## src/rtl/execute_pkg.sv

```systemverilog
// Shared execute-stage types for the multicycle mul/div sharing logic.
package execute_pkg;

    localparam int unsigned NUM_LANES = 4;
    localparam int unsigned XLEN      = 64;
    localparam int unsigned OP_W      = 4;

    typedef logic [XLEN-1:0] word_t;

    typedef enum logic [2:0] {
        OpMul    = 3'd0,
        OpMulh   = 3'd1,
        OpMulhsu = 3'd2,
        OpMulhu  = 3'd3,
        OpDiv    = 3'd4,
        OpDivu   = 3'd5,
        OpRem    = 3'd6,
        OpRemu   = 3'd7
    } mc_funct_t;

    // word selects the 32-bit (*W) variant of the operation.
    typedef struct packed {
        logic      word;
        mc_funct_t funct;
    } mc_op_t;

    typedef enum logic [1:0] {
        StIdle  = 2'd0,
        StIssue = 2'd1,
        StWait  = 2'd2,
        StDrain = 2'd3
    } mc_state_t;

    function automatic int unsigned wrap_inc(input int unsigned idx, input int unsigned n);
        return (idx + 1 >= n) ? 0 : idx + 1;
    endfunction

endpackage

```

## src/rtl/rr_pick.sv

```systemverilog
// Combinational round-robin picker: first set bit of pending at or after ptr, wrapping.
module rr_pick #(
    parameter int unsigned N    = 4,
    parameter int unsigned IdxW = (N > 1) ? $clog2(N) : 1
) (
    input  logic [N-1:0]    pending_i,
    input  logic [IdxW-1:0] ptr_i,
    output logic [IdxW-1:0] grant_o,
    output logic            any_o
);

    int unsigned idx;

    always_comb begin
        grant_o = '0;
        any_o   = 1'b0;
        idx     = 0;
        for (int unsigned off = 0; off < N; off++) begin
            idx = (32'(ptr_i) + off) % N;
            if (!any_o && pending_i[idx[IdxW-1:0]]) begin
                grant_o = idx[IdxW-1:0];
                any_o   = 1'b1;
            end
        end
    end

endmodule

```

## src/rtl/multicycle_arbiter.sv

```systemverilog
// Serialises per-lane multicycle ops onto one shared iterative mul/div unit.
// Optional MC_RESULT_BYPASS_EN exposes the result on the mc_done cycle itself.
module multicycle_arbiter
    import execute_pkg::*;
#(
    parameter int unsigned NumLanes = NUM_LANES,
    parameter int unsigned Xlen     = XLEN,
    parameter int unsigned OpW      = OP_W
) (
    input  logic                     clk_i,
    input  logic                     rst_ni,
    input  logic [NumLanes-1:0]      req_valid_i,
    input  logic [NumLanes*OpW-1:0]  req_op_i,
    input  logic [NumLanes*Xlen-1:0] req_a_i,
    input  logic [NumLanes*Xlen-1:0] req_b_i,
    input  logic                     advance_i,
    input  logic                     flush_i,
    output logic                     mc_start_o,
    output logic [OpW-1:0]           mc_op_o,
    output logic [Xlen-1:0]          mc_a_o,
    output logic [Xlen-1:0]          mc_b_o,
    input  logic                     mc_done_i,
    input  logic [Xlen-1:0]          mc_result_i,
    output logic [NumLanes-1:0]      res_valid_o,
    output logic [NumLanes*Xlen-1:0] res_data_o,
    output logic                     stall_o
);

    localparam int unsigned IdxW = (NumLanes > 1) ? $clog2(NumLanes) : 1;

    typedef logic [IdxW-1:0] idx_t;

    mc_state_t state_q, state_d;
    idx_t      grant_q, grant_d;
    idx_t      rr_ptr_q, rr_ptr_d;
    idx_t      pick_idx;
    logic      pick_any;

    logic [NumLanes-1:0]           done_q, done_d;
    logic [NumLanes-1:0]           pending;
    logic [NumLanes-1:0][Xlen-1:0] res_q, res_d;
    logic [OpW-1:0]                op_q, op_d;
    logic [Xlen-1:0]               a_q, a_d;
    logic [Xlen-1:0]               b_q, b_d;

    logic grant_fire;
    logic capture;

    assign pending = req_valid_i & ~done_q;

    rr_pick #(
        .N    (NumLanes),
        .IdxW (IdxW)
    ) u_rr_pick (
        .pending_i (pending),
        .ptr_i     (rr_ptr_q),
        .grant_o   (pick_idx),
        .any_o     (pick_any)
    );

    // FSM: state register
    always_ff @(posedge clk_i or negedge rst_ni) begin
        if (!rst_ni) begin
            state_q <= StIdle;
        end else begin
            state_q <= state_d;
        end
    end

    // FSM: next state. A flush never aborts the unit; in-flight work is drained.
    always_comb begin
        state_d = state_q;
        unique case (state_q)
            StIdle: begin
                if (pick_any && !flush_i) begin
                    state_d = StIssue;
                end
            end
            StIssue: begin
                state_d = flush_i ? StDrain : StWait;
            end
            StWait: begin
                if (mc_done_i) begin
                    state_d = StIdle;
                end else if (flush_i) begin
                    state_d = StDrain;
                end
            end
            StDrain: begin
                if (mc_done_i) begin
                    state_d = StIdle;
                end
            end
            default: state_d = StIdle;
        endcase
    end

    // FSM: outputs and datapath strobes
    always_comb begin
        mc_start_o = (state_q == StIssue);
        grant_fire = (state_q == StIdle) && pick_any && !flush_i;
        capture    = (state_q == StWait) && mc_done_i && !flush_i;
    end

    always_comb begin
        grant_d  = grant_q;
        rr_ptr_d = rr_ptr_q;
        op_d     = op_q;
        a_d      = a_q;
        b_d      = b_q;
        res_d    = res_q;
        done_d   = done_q;

        // Operands are captured once at grant; the unit sees them stable until done.
        if (grant_fire) begin
            grant_d = pick_idx;
            op_d    = req_op_i[pick_idx*OpW +: OpW];
            a_d     = req_a_i[pick_idx*Xlen +: Xlen];
            b_d     = req_b_i[pick_idx*Xlen +: Xlen];
        end

        if (capture) begin
            res_d[grant_q]  = mc_result_i;
            done_d[grant_q] = 1'b1;
            rr_ptr_d        = idx_t'(wrap_inc(32'(grant_q), NumLanes));
        end

        if (flush_i || advance_i) begin
            done_d = '0;
        end
    end

    always_ff @(posedge clk_i or negedge rst_ni) begin
        if (!rst_ni) begin
            grant_q  <= '0;
            rr_ptr_q <= '0;
            op_q     <= '0;
            a_q      <= '0;
            b_q      <= '0;
            res_q    <= '0;
            done_q   <= '0;
        end else begin
            grant_q  <= grant_d;
            rr_ptr_q <= rr_ptr_d;
            op_q     <= op_d;
            a_q      <= a_d;
            b_q      <= b_d;
            res_q    <= res_d;
            done_q   <= done_d;
        end
    end

    always_comb begin
        mc_op_o = op_q;
        mc_a_o  = a_q;
        mc_b_o  = b_q;
    end

`ifdef MC_RESULT_BYPASS_EN
    logic [NumLanes-1:0] hit_mask;

    // The lane completing this cycle is forwarded so the bundle can retire a cycle early.
    always_comb begin
        hit_mask = '0;
        if (capture) begin
            hit_mask[grant_q] = 1'b1;
        end
        res_valid_o = done_q | hit_mask;
        res_data_o  = '0;
        for (int unsigned l = 0; l < NumLanes; l++) begin
            res_data_o[l*Xlen +: Xlen] = hit_mask[l] ? mc_result_i : res_q[l];
        end
        stall_o = (|(pending & ~hit_mask)) && !flush_i;
    end
`else
    always_comb begin
        res_valid_o = done_q;
        res_data_o  = '0;
        for (int unsigned l = 0; l < NumLanes; l++) begin
            res_data_o[l*Xlen +: Xlen] = res_q[l];
        end
        stall_o = (|pending) && !flush_i;
    end
`endif

endmodule
```

## config.mk

```make
export PLATFORM = sky130hd
export DESIGN_NAME = multicycle_arbiter
export DESIGN_NICKNAME = d
export VERILOG_FILES = /design/src/rtl/execute_pkg.sv /design/src/rtl/rr_pick.sv /design/src/rtl/multicycle_arbiter.sv
export SDC_FILE = /design/constraint.sdc
export NUM_CORES = 1
export LEC_CHECK = 0
export ABC_AREA = 1
export CORE_AREA = 2 2 384 386
export CTS_BUF_LIST = sky130_fd_sc_hd__clkbuf_8
export DETAILED_ROUTE_END_ITERATION = 8
export DIE_AREA = 0 0 386 388
export GPL_TIMING_DRIVEN = 0
export PLACE_DENSITY_LB_ADDON = 0.3
export REMOVE_ABC_BUFFERS = 1
export SLEW_MARGIN = 20
export SYNTH_ARGS = -nofsm -noshare
export SYNTH_HDL_FRONTEND = slang
export SYNTH_HIERARCHICAL = 1
export SYNTH_SLANG_ARGS = --single-unit
export TNS_END_PERCENT = 20
```

## constraint.sdc

```tcl
create_clock -name clk_i -period 2 [get_ports clk_i]
set_input_delay 0.3 -clock clk_i [delete_from_list [all_inputs] [get_ports clk_i]]
set_output_delay 0.3 -clock clk_i [all_outputs]
set_load 0.01 [all_outputs]
```

==> reports/qor.yml <==
cells_and_area:
  finalInstanceArea_sq_um: 41710
  drive_above_1_share: 0.1614
  stdcell_count: 6466
  finish.utilization: 0.2872
  final_nets: 5075
  syn_to_final_growth_pct: 90.52
timing:
  tightest_slew_ps: 562.2
  setup_tns_ps: -68960
  skew_ps: 70.87
  worst_slack_ps: -555.6
  setup_viol: 325
  hold_slack_ps: 157.4
  finalCritPeriodShare: 1.278
  relSlewSlack: 0.6240
  slew_violations: 0
  rsz0062_at_grt: "yes"
  fin_crit_ps: 2556
  finalHoldViolCount: 0
  max_freq_ghz: 0.3913
placed_design:
  dpl_cell_area_sq_um: 34650
  gp_congestion: 0.8611
  dp.cells: 6113
  dp_hpwl_um: 83290
  io_buffers: 994
  post-place-ws_ps: -1890
setup_path:
  timing_worst_setup_path_type: "flip-flop to flip-flop"
  path_depth: 19
  cpMaxStageDelayCell: "dfrtp_2"
  worstPathCellList: "clkinv_4 > nand2_2 > nand2_2 > nand2_2 > nand2_2 > nor2_4 > nand3_2 > nand2_4 > nand2_8 > clkinv_16 > buf_12 > buf_16 > buf_16 > clkbuf_16 > nand2_2 > nand3_2 > nand2_1 > nand2_1 > nand2_1"
  slowest_delay_ps: 460
  cp.arrival_ps: 3230
  endpoint_kind: "flip-flop"
  reg2reg_depth: 19
  critPathMostFrequentCell: "nand2_2"
  cp.required_ps: 2680
  cp-start-kind: "flip-flop"
  crit_fanout: 8
  critPathTopFamily: "simple AND/OR/NAND/NOR gates"
  worst-path-buf-inv: 6
detailed_routing:
  via_per_inst: 4.073
  drtPass1Iterations: 6
  drc: 0
  routed_wl_um: 144700
  drt_iter0_drc: 1871
  wl_per_cell_um: 22.38
  vias: 26340
  ant_nets: 0
power_and_ir_drop:
  p_sw_frac: 0.4890
  p_comb_frac: 0.744
  seqPwrFrac: 0.151
  p_int_mw: 45.14
  power_switching_mw: 43.20
  power_mw: 88.35
  p_per_area_nw_per_um2: 2118
  ir_worst_vdd_mv: 1.161
  clockPowerShare: 0.105
  power.leakage_nw: 21.58
logic_synthesis:
  yosysUniqueCellTypes: 25
  synth-warning-count: 6
  synth_flop_cell: "dfrtp_1"
  synth-edff-count: 0
  synth-seq-cells: 398
  syn_inst: 3342
  netlist_area_sq_um: 21890
  postSynthAreaPerCell_sq_um: 6.551
  synth-seq-area-share: 0.4549
  synthArstFlopShare: 1.000
worst_hold_path:
  worstHoldPathType: "primary input to flip-flop"
  hold_depth: 3
global_route:
  grt_pass1_vias: 25520
  grt_max_degree: 82
  grt_pass1_wl_um: 196300
  overflow: 0
  grt_antenna_before_repair: 20
  gr-usage-all-layers: 0.1848
die:
  fp-row-count: 140
  design.die.area_sq_um: 149800
  initial_core_util: 0.1508
  pin_count: 995
  die_x_um: 386
  die_h_um: 388
  core-area_sq_um: 145200
cts:
  numClockSinks: 398
  tritoncts: "yes"
  cts_max_level: 3
  clockBufferDepth: 3
  cts_buffers: 84
  root_buffer: "clkbuf_8"
  clk_latency_ps: 790
  clkTransAtPathRegs_ps: 60
flow_run:
  drv_cap: 0
run_status:
  outcome: "complete, but fails checks"
  violations: "setup timing"
-- layout make-up --
type	count	area, sq um
Antenna cell	13	32.53
Clock buffer	101	1390
Clock inverter	52	324.1
Fill cell	15690	103500
Inverter	556	2170
Multi-Input combinational cell	2187	10820
Sequential cell	398	9965
Tap cell	1917	2399
Timing Repair Buffer	1232	14490
Timing Repair inverter	10	123.9
-- worst reg2reg max path, cell delays in order, from the launching register on --
cell,delay (ps)
dfrtp_2,460
clkinv_4,140
nand2_2,100
nand2_2,70
nand2_2,80
nand2_2,70
nor2_4,140
nand3_2,110
nand2_4,120
nand2_8,80
clkinv_16,90
buf_12,150
buf_16,150
buf_16,170
clkbuf_16,210
nand2_2,80
nand3_2,60
nand2_1,50
nand2_1,50
nand2_1,50
-- power by group through the flow --
stage,logic [mW],clock network [mW],registers [mW]
global route,69.1,10.0,13.7
finish,65.7,9.27,13.3
floorplan,8.57,0,14.9
CTS,62.7,9.67,13.3
detailed placement,37.1,0,13.4
global placement,20.3,0,13.3
-- registers in the layout, summed over array words and instances (netlist names) --
register and count:
mc_op_o 4, res_data_o 256, rr_ptr_q 2, res_valid_o 4, mc_a_o 64, mc_b_o 64
grant_q 2, state_q 2
-- Yosys cell counts (3+ instances only) --
master,number,share of area
a21oi_1,6,0.0014
buf_1,35,0.0060
buf_2,34,0.0078
clkbuf_1,130,0.022
dfrtp_1,398,0.45
ha_1,5,0.0029
inv_1,550,0.094
inv_2,6,0.0010
nand2_1,1604,0.28
nand2_2,10,0.0029
nand2_4,3,0.0015
nand3_1,525,0.12
nand3_2,3,0.0014
nand4_1,5,0.0014
nor2_1,12,0.0021
o21ai_0,7,0.0016
-- kinds of logic (layout without fill, tap and decap cells) --
group           Yosys count  count (layout)  share of synthesized area
other cells               0              13                          0
flops                   398             398                     0.4549
fa+ha+maj                 5               5                   0.002858
simple gates           2167            2167                     0.4065
compound gates           15              15                   0.003486
buf+inv                 757            1951                     0.1323
-- what timing repair did --
action                     CTS  global route
hold buffers                 3             0
setup endpoints to repair  765           655
resized for setup          461           173
hold endpoints to repair   264             0
pin swaps                  156           111
buffers inserted            86            21
gates cloned                83            13
-- layout by cell type, fill, tap and decap left out, drive strengths merged --
cell	instances
nand2	1617
clkdlybuf4s50	990
inv	610
nand3	528
dfrtp	398
buf	223
clkbuf	114
nor2	14
diode	13
o21ai	8
a21oi	6
nand4	5
ha	5
clkinv	5
bufbuf	3
bufinv	2
dlygate4sd3	2
o22ai	1
nor3	1
or2	1
clkinvlp	1
clkdlybuf4s15	1
nand3b	1
-- path summary, 6_finish.rpt --
check                                start         endpoint  slack (ps)
max                            rr_ptr_q[0]        mc_b_o[6]        -560
min                        mc_result_i[50]  res_data_o[114]         160
max reg2reg                    rr_ptr_q[0]        mc_b_o[6]        -560
min reg2reg                     mc_a_o[13]       mc_a_o[13]         470
max in group asynchronous           rst_ni       mc_a_o[15]         140
min in group asynchronous           rst_ni   res_data_o[12]         600
-- layer usage --
layer / part of all wire / up-vias / GRT usage
met4: 0.039 / 6 / 0.06686
met1: 0.40 / 12690 / 0.2275
li1: - / 12290 / -
met5: 0.00028 / - / 0
met2: 0.47 / 1108 / 0.3097
met3: 0.082 / 247 / 0.04588
(Power assumes the default switching activity.)
